[src/rtl/crc5_check.sv]
// Receive-side USB token CRC5 checker: assembles PID + addr/endp from the
// de-stuffed bit stream, checks the CRC5 residual, PID complement and length.
module crc5_check #(
  parameter int unsigned PKT_LEN  = 19,
  parameter int unsigned PID_LEN  = 8,
  parameter int unsigned CRC_LEN  = 5,
  parameter logic [4:0]  RESIDUAL = 5'b01100
) (
  input  logic               clock,
  input  logic               reset_n,
  input  logic               pkt_start,
  input  logic               in_bit,
  input  logic               in_valid,
  input  logic               pkt_end,
  output logic [PKT_LEN-1:0] pkt_out,
  output logic [CRC_LEN-1:0] crc_rcvd,
  output logic               pkt_valid,
  output logic               crc_ok,
  output logic               crc_error,
  output logic               pid_error,
  output logic               len_error,
  output logic               busy
);

  localparam int unsigned TOTAL_LEN = PKT_LEN + CRC_LEN;
  localparam int unsigned PKT_IDX_W = $clog2(PKT_LEN);
  localparam int unsigned CRC_IDX_W = $clog2(CRC_LEN);
  localparam int unsigned PID_HALF  = PID_LEN / 2;

  typedef enum logic [2:0] {
    IDLE,
    RECV_PID,
    RECV_DATA,
    RECV_CRC,
    WAIT_EOP,
    OVERRUN,
    DONE
  } state_t;

  state_t               state;
  logic [4:0]           lfsr;
  logic [31:0]          cnt;

  logic                 recv;
  logic                 accept;
  logic                 end_now;
  logic                 fb;
  logic [PKT_IDX_W-1:0] pkt_idx;
  logic [CRC_IDX_W-1:0] crc_idx;
  logic [31:0]          cnt_upd;
  logic [PKT_LEN-1:0]   pkt_upd;
  logic [CRC_LEN-1:0]   crc_upd;
  logic [4:0]           lfsr_upd;
  logic                 len_bad;
  logic                 res_bad;
  logic                 pid_bad;

  // State after absorbing this cycle's bit; also used to judge a same-cycle EOP.
  always_comb begin
    recv     = (state == RECV_PID) || (state == RECV_DATA) || (state == RECV_CRC);
    accept   = recv && in_valid;
    end_now  = pkt_end && (recv || (state == WAIT_EOP) || (state == OVERRUN));
    fb       = in_bit ^ lfsr[4];
    pkt_idx  = PKT_IDX_W'(cnt);
    crc_idx  = CRC_IDX_W'(cnt - 32'(PKT_LEN));
    cnt_upd  = cnt;
    pkt_upd  = pkt_out;
    crc_upd  = crc_rcvd;
    lfsr_upd = lfsr;
    if (accept) begin
      cnt_upd = cnt + 32'd1;
      if (cnt < 32'(PKT_LEN)) begin
        pkt_upd = pkt_out | (PKT_LEN'(in_bit) << pkt_idx);
      end else begin
        crc_upd = crc_rcvd | (CRC_LEN'(in_bit) << crc_idx);
      end
      if (cnt >= 32'(PID_LEN)) begin
        lfsr_upd = {lfsr[3], lfsr[2], lfsr[1] ^ fb, lfsr[0], fb};
      end
    end
    len_bad = (state == OVERRUN) || (recv && (cnt_upd != 32'(TOTAL_LEN)));
    res_bad = (lfsr_upd != RESIDUAL);
    pid_bad = (cnt_upd < 32'(PID_LEN)) ||
              (pkt_upd[PID_LEN-1:PID_HALF] != ~pkt_upd[PID_HALF-1:0]);
  end

  // Receive FSM with registered result strobes.
  always_ff @(posedge clock or negedge reset_n) begin
    if (!reset_n) begin
      state     <= IDLE;
      lfsr      <= 5'b11111;
      cnt       <= 32'd0;
      pkt_out   <= '0;
      crc_rcvd  <= '0;
      pkt_valid <= 1'b0;
      crc_ok    <= 1'b0;
      crc_error <= 1'b0;
      pid_error <= 1'b0;
      len_error <= 1'b0;
      busy      <= 1'b0;
    end else begin
      pkt_valid <= 1'b0;
      crc_ok    <= 1'b0;
      crc_error <= 1'b0;
      pid_error <= 1'b0;
      len_error <= 1'b0;
      if (pkt_start) begin
        state    <= RECV_PID;
        lfsr     <= 5'b11111;
        cnt      <= 32'd0;
        pkt_out  <= '0;
        crc_rcvd <= '0;
        busy     <= 1'b1;
      end else begin
        cnt      <= cnt_upd;
        pkt_out  <= pkt_upd;
        crc_rcvd <= crc_upd;
        lfsr     <= lfsr_upd;
        if (end_now) begin
          state     <= DONE;
          busy      <= 1'b0;
          pkt_valid <= 1'b1;
          len_error <= len_bad;
          crc_error <= len_bad | res_bad;
          crc_ok    <= ~(len_bad | res_bad);
          pid_error <= pid_bad;
        end else begin
          case (state)
            RECV_PID, RECV_DATA, RECV_CRC: begin
              if (cnt_upd == 32'(TOTAL_LEN))      state <= WAIT_EOP;
              else if (cnt_upd >= 32'(PKT_LEN))   state <= RECV_CRC;
              else if (cnt_upd >= 32'(PID_LEN))   state <= RECV_DATA;
              else                                state <= RECV_PID;
            end
            WAIT_EOP: if (in_valid) state <= OVERRUN;
            DONE:     state <= IDLE;
            IDLE, OVERRUN: state <= state;
            default:  state <= IDLE;
          endcase
        end
      end
    end
  end

endmodule

[config.mk]
export PLATFORM = sky130hd
export DESIGN_NAME = crc5_check
export DESIGN_NICKNAME = d
export VERILOG_FILES = /design/src/rtl/crc5_check.sv
export SDC_FILE = /design/constraint.sdc
export NUM_CORES = 1
export LEC_CHECK = 0
export CAP_MARGIN = 10
export CORE_AREA = 2 2 95 97
export DETAILED_ROUTE_END_ITERATION = 8
export DIE_AREA = 0 0 97 99
export GPL_TIMING_DRIVEN = 0
export HOLD_SLACK_MARGIN = 0.15
export PLACE_DENSITY = 0.69
export SKIP_LAST_GASP = 1
export SYNTH_ARGS = -nofsm -noshare
export SYNTH_HDL_FRONTEND = slang
export SYNTH_SLANG_ARGS = --single-unit
[constraint.sdc]
create_clock -name clock -period 7.4 [get_ports clock]
set_clock_uncertainty 0.2 [all_clocks]
set_input_delay 1.85 -clock clock [delete_from_list [all_inputs] [get_ports clock]]
set_output_delay 1.85 -clock clock [all_outputs]
set_load 0.02 [all_outputs]
==> impl_metrics.tcl <==
set metrics [dict create \
    antenna_left 0 \
    cp_top_family "simple AND/OR/NAND/NOR gates" \
    synthTopCellsByArea "dfrtp_1 39%, nor2_1 7.5%, a21oi_1 3.7%" \
    post_cts_buffers 0 \
    grtUsageMet1_pct 32.7 \
    root_buffer "clkbuf_8" \
    synth-seq-cells 70 \
    cp_num_cells 9 \
    criticalPathCategory "input port to register" \
    crit_fanout 5 \
    cts_buffers 9 \
    grt_pass1_vias 3677 \
    seq_area_frac_synth_pct 41.9 \
    pin_count 36 \
    vias_per_cell 5.84 \
    die_h_um 99 \
    core_area_um2 8550 \
    cts.clk_slew.worst_paths_ns 0.08 \
    post-route-drc-count 0 \
    fin_nets 522 \
    worst_setup_path_end_kind "register" \
    drt-initial-drc-count 197 \
    max-clock-path-buffers 2 \
    outcome "finished clean" \
    p_seq_share_pct 47.3 \
    worst_pin_slew_ns 0.908 \
    setup_viol 0 \
    post_cts_resized 0 \
    n_antenna_cell 0 \
    min_to "busy" \
    grt.overflow.total 0 \
    routed_wl_mm 11.0 \
    fmax_ghz 0.221 \
    slowest_delay_ns 0.52 \
    htreeDepth 3 \
    crit_path_top_delay_cell "clkdlybuf4s50_1" \
    yosysMostFrequentCell "nor2_1" \
    clk_latency_ns 0.36 \
    syn-instance-count 468 \
    synth_top_area_share_pct 38.7 \
    rsz0062_at_grt "no" \
    hpwl_mm 7.91 \
    cts_tree "yes" \
    syn2layout_area_growth_pct 17.0 \
    grt_usage_pct 23.6 \
    intPower_uw 615 \
    min_period_ns 4.53 \
    r2r-end "crc_ok" \
    fin_setup_tns_ns 0 \
    max_slew_margin_pct 39.5 \
    grtUsageMet2_pct 37.2 \
    avgSynthCellArea_um2 8.97 \
    place.gp.congestion 0.975 \
    p_switching_uw 214 \
    die_x_um 97 \
    detail_route.wl_per_cell_um 17.5 \
    io_buffer_count 35 \
    hold_viol_final 0 \
    worstPathCellList "clkdlybuf4s50_1 -> nand3_1 -> or4_4 -> nor3_1 -> xnor2_1 -> o2111ai_1 -> nor4_1 -> a31o_2 -> nor4b_4" \
    critPathLaunchType "input port" \
    crit_required_ns 7.48 \
    layout-drive-gt1-share_pct 12.9 \
    drv_slew 0 \
    drv_cap 0 \
    use_met3_pct 3.33 \
    ys.flop_type "dfrtp_1" \
    hp-start "busy" \
    synth_top_area_cell "dfrtp_1" \
    cts_num_sinks 70 \
    synth-async-reset-ratio_pct 100 \
    synth_edf_count 0 \
    p_per_area_nw_per_um2 169 \
    rrSetupSlack_ns 4.02 \
    syn_nets 476 \
    netlist_area_um2 4200 \
    grt_pass1_wl_mm 18.4 \
    rows 34 \
    p_clk_share_pct 43.5 \
    p_sw_share_pct 25.9 \
    antenna_found_initial 0 \
    hold_buffers 0 \
    hold_class "register to register" \
    period_share_pct 61.3 \
    initial_core_util_pct 49.1 \
    critPathArrivalTime_ns 4.61 \
    vias 3662 \
    grt_max_degree 71 \
    grt-busiest-layer "met2" \
    min_path_cells 1 \
    dr.pass1.iters 4 \
    vdd_drop_max_mv 0.132 \
    synth.distinct_cells 71 \
    ys_warn_count 0 \
    comb_power_share_pct 9.1 \
    r2r-start "cnt[0]" \
    leakagePower_nw 2.03 \
    synth_common_cells "84 x nor2_1, 65 x dfrtp_1, 31 x a21oi_1" \
    final_util_pct 57.4 \
    worst_r2r_path_depth 9 \
    crit_buf_inv 1 \
    dieArea_um2 9600 \
]
==> worst max-delay path by stage <==
| stage | from | endpoint |
|---|---|---|
| 6_report | in_valid | crc_ok |
| 2_1_floorplan | in_valid | crc_ok |
| 4_1_cts | in_valid | crc_ok |
| 5_1_grt | in_valid | crc_ok |
| 3_3_place_gp | reset_n | pkt_out[9] |
| 3_5_place_dp | in_valid | crc_ok |
==> state kept, by name (all words and copies together) (netlist names) <==
| register | count |
|---|---|
| state | 3 |
| lfsr | 5 |
| pid_error | 1 |
| crc_ok | 1 |
| pkt_out | 19 |
| pkt_valid | 1 |
| crc_rcvd | 5 |
| busy | 1 |
| crc_error | 1 |
| cnt | 32 |
| len_error | 1 |
==> per-stage QoR <==
| step | std cells | instance area, um^2 | setup WS, ns | total power [mW] | hold WS, ns |
|---|---|---|---|---|---|
| final | 627 | 4910 | 2.87 | 0.829 | 0.288 |
| after global routing | 627 | 4910 | 2.73 | 0.859 | 0.325 |
| after global placement | 611 | 4680 | 1.88 | 0.475 | 0.262 |
| after floorplan | 468 | 4200 | 3.49 | 0.445 | 0.352 |
| after CTS | 627 | 4910 | 2.90 | 0.835 | 0.289 |
| after detailed placement | 611 | 4680 | 2.52 | 0.476 | 0.269 |
==> kinds of logic after synthesis <==
group | Yosys count | share of synthesized area, %
buffers and inverters | 35 | 3.61
flip-flops | 70 | 41.9
AND/OR/NAND/NOR | 234 | 30.7
XOR/XNOR | 32 | 6.68
AO/OA/AOI/OAI | 86 | 14.1
multiplexers | 9 | 2.47
adder cells (fa/ha/maj) | 2 | 0.596
==> power groups by stage <==
stage               Sequential, mW  Combinational [mW]  Clock [mW]
global route                 0.393              0.0839       0.382
global placement             0.400              0.0749           0
CTS                          0.392              0.0762       0.366
floorplan                    0.404              0.0413           0
detailed placement           0.400              0.0760           0
finish                       0.393              0.0758       0.361
==> worst register-to-register path: cells and delay by family, from the launching register on <==
family	cells	cell delay, ns
AND/OR/NAND/NOR	4	1.68
AO/OA/AOI/OAI	3	0.72
flip-flops	1	0.36
buffers and inverters	1	0.21
adder cells (fa/ha/maj)	1	0.14
==> placed cells by master, fill, tap and decap left out, drive strengths merged, types with 14 or more instances in the layout <==
| master | netlist | final |
|---|---|---|
| nor2 | 88 | 88 |
| dfrtp | 65 | 65 |
| clkdlybuf4s50 | 0 | 34 |
| a21oi | 31 | 31 |
| nand2 | 30 | 30 |
| nand3 | 22 | 22 |
| clkbuf | 10 | 20 |
| xor2 | 17 | 17 |
| xnor2 | 15 | 15 |
| nor3 | 15 | 15 |
| buf | 14 | 15 |
| o21ai | 14 | 14 |
| nor4 | 14 | 14 |
==> area by class of cell <==
cell class | count | area (um^2)
well taps | 108 | 135
flip-flops and latches | 70 | 1760
fillers | 742 | 3640
plain buffers | 24 | 110
inverters | 11 | 41.3
clock buffers | 10 | 138
repair buffers | 35 | 348
multi-input cells | 363 | 2290
clock inverters | 6 | 92.6
==> metal layers <==
metal | routed length, um | share of wire (%)
met3 | 351 | 3.2
met2 | 5190 | 47
met4 | 270 | 2.5
met1 | 5160 | 47
met5 | 0 | 0
(Power assumes the default switching activity.)
==> variant (same flow settings) <==
The parameter `CRC_LEN` goes from 5 to 6.
--- a/src/rtl/crc5_check.sv
+++ b/src/rtl/crc5_check.sv
@@ -5,3 +5,3 @@
   parameter int unsigned PID_LEN  = 8,
-  parameter int unsigned CRC_LEN  = 5,
+  parameter int unsigned CRC_LEN  = 6,
   parameter logic [4:0]  RESIDUAL = 5'b01100
Ports: changed (resized crc_rcvd); port bits go from 36 to 37. No check against the original RTL was run, so the function may have changed too.
==> variant against the unedited design <==
Register-to-register slack worse by 300 ps; design area shrank 0.25%; core utilization is 0.15 points lower; sequential share of layout area grew 0.60 points; total power is 3.5% lower; routed wire length down 4.8%; count of clock-buffer cells in the layout increased by 2; critical path depth increased by 1; synthesized area increased by 0.36%; worst setup slack worse by 740 ps; hold slack got worse by 2.8 ps; die area unchanged; sequential cell count is 1 higher; critical path type unchanged; highest routed layer unchanged.
==> variant: results (changes against the unedited design) <==
vias in the first global route=3600 (was 3677); Met1 Routed Length=4830 um (was 5160 um); Top Registers=cnt (32), pkt_out (19), crc_rcvd (6) (was cnt (32), pkt_out (19)); WL/cell=16.6 um (was 17.5 um); post-CTS sizing=0 (unchanged); largest net degree at the start of global routing=72 (was 71); Synth cell types=66 (was 71); top area cells in the synthesized netlist=dfrtp_1, nor2_1, xnor2_1 (was dfrtp_1, nor2_1, a21oi_1); outcome=completed (unchanged); Port Buf Inserts=36 (was 35); global-route wire length before repair=17500 um (was 18400 um); layout cell share with drive strength beyond 1=11.5% (was 12.9%); Peak supply drop=0.0000894 V (was 0.000132 V); Mapped Nets=479 (was 476); R2R Path Start=cnt[5] (was cnt[0]); Critical R2R Capture=len_error (was crc_ok); Pleak=2.05 nW (was 2.03 nW); commonest cells in the netlist=nor2_1, dfrtp_1, a21oi_1 (unchanged); routed wl met3=469 um (was 351 um); met3 usage=4.18% (was 3.33%); total placed instance area=4710 sq um (was 4680 sq um); Seq/Total Area, Yosys=42.3% (was 41.9%); R2R setup slack=3720 ps (was 4020 ps); DRT Pass-1 Iters=7 (was 4); Max FO, Critical Path=9 (was 5); met2 WL=5000 um (was 5190 um); Total GRT Usage=22.5% (was 23.6%); met1 usage=30.9% (was 32.7%); fin nets=526 (was 522); worst reg2reg path depth=9 (unchanged); Detailed Route Iter0 Violations=193 (was 197); Num CTS Buffers=9 (unchanged); Post-Place Setup Slack=1790 ps (was 2520 ps); GR Util met2=36.1% (was 37.2%); fin crit period=5270 ps (was 4530 ps); post-DP HPWL=7480 um (was 7910 um); Tightest Pin Transition=899 ps (was 908 ps); filler instances=780 (was 742); gpl congestion=0.954 (was 0.975)
## variant: layout make-up
cell class              instances  area, sq um  area share (%)
inverters                      11         41.3           0.843
flip-flops and latches         71         1780            36.4
multi-input cells             362         2220            45.4
well taps                     108          135            2.76
clock inverters                 4         47.5           0.971
clock buffers                  12          145            2.96
repair buffers                 36          358            7.31
plain buffers                  27          164            3.35
## variant: critical path, cell delays in order
cell	delay (ps)
clkdlybuf4s50_1	630
inv_1	170
or3_1	410
buf_6	160
or4b_2	660
mux2i_1	160
a221o_1	300
nor4_2	490
nand4_2	220
o211a_1	250
## variant: cells by family (layout without fill, tap and decap cells)
kind of cell	count (synthesis)	after routing	share of synthesized area, %
XOR/XNOR	36	36	7.48
multiplexers	12	12	2.94
AO/OA/AOI/OAI	85	85	13.5
flip-flops	71	71	42.3
buffers and inverters	38	90	4.87
AND/OR/NAND/NOR	227	227	28.3
adder cells (fa/ha/maj)	2	2	0.594
## variant: through the flow
| stage | instances | power [mW] | hold WS (ps) |
|---|---|---|---|
| finish | 631 | 0.800 | 285 |
| floorplan | 471 | 0.462 | 338 |
| CTS | 631 | 0.812 | 291 |
| global route | 631 | 0.834 | 322 |
| global placement | 615 | 0.497 | 263 |
| detailed placement | 615 | 0.497 | 272 |
## variant: report_power, final
| group | internal, mW | switching (mW) | total [mW] |
|---|---|---|---|
| Sequential | 0.395 | 0.00615 | 0.401 |
| Combinational | 0.0318 | 0.0571 | 0.0889 |
| Clock | 0.164 | 0.146 | 0.310 |
| Total | 0.591 | 0.209 | 0.800 |
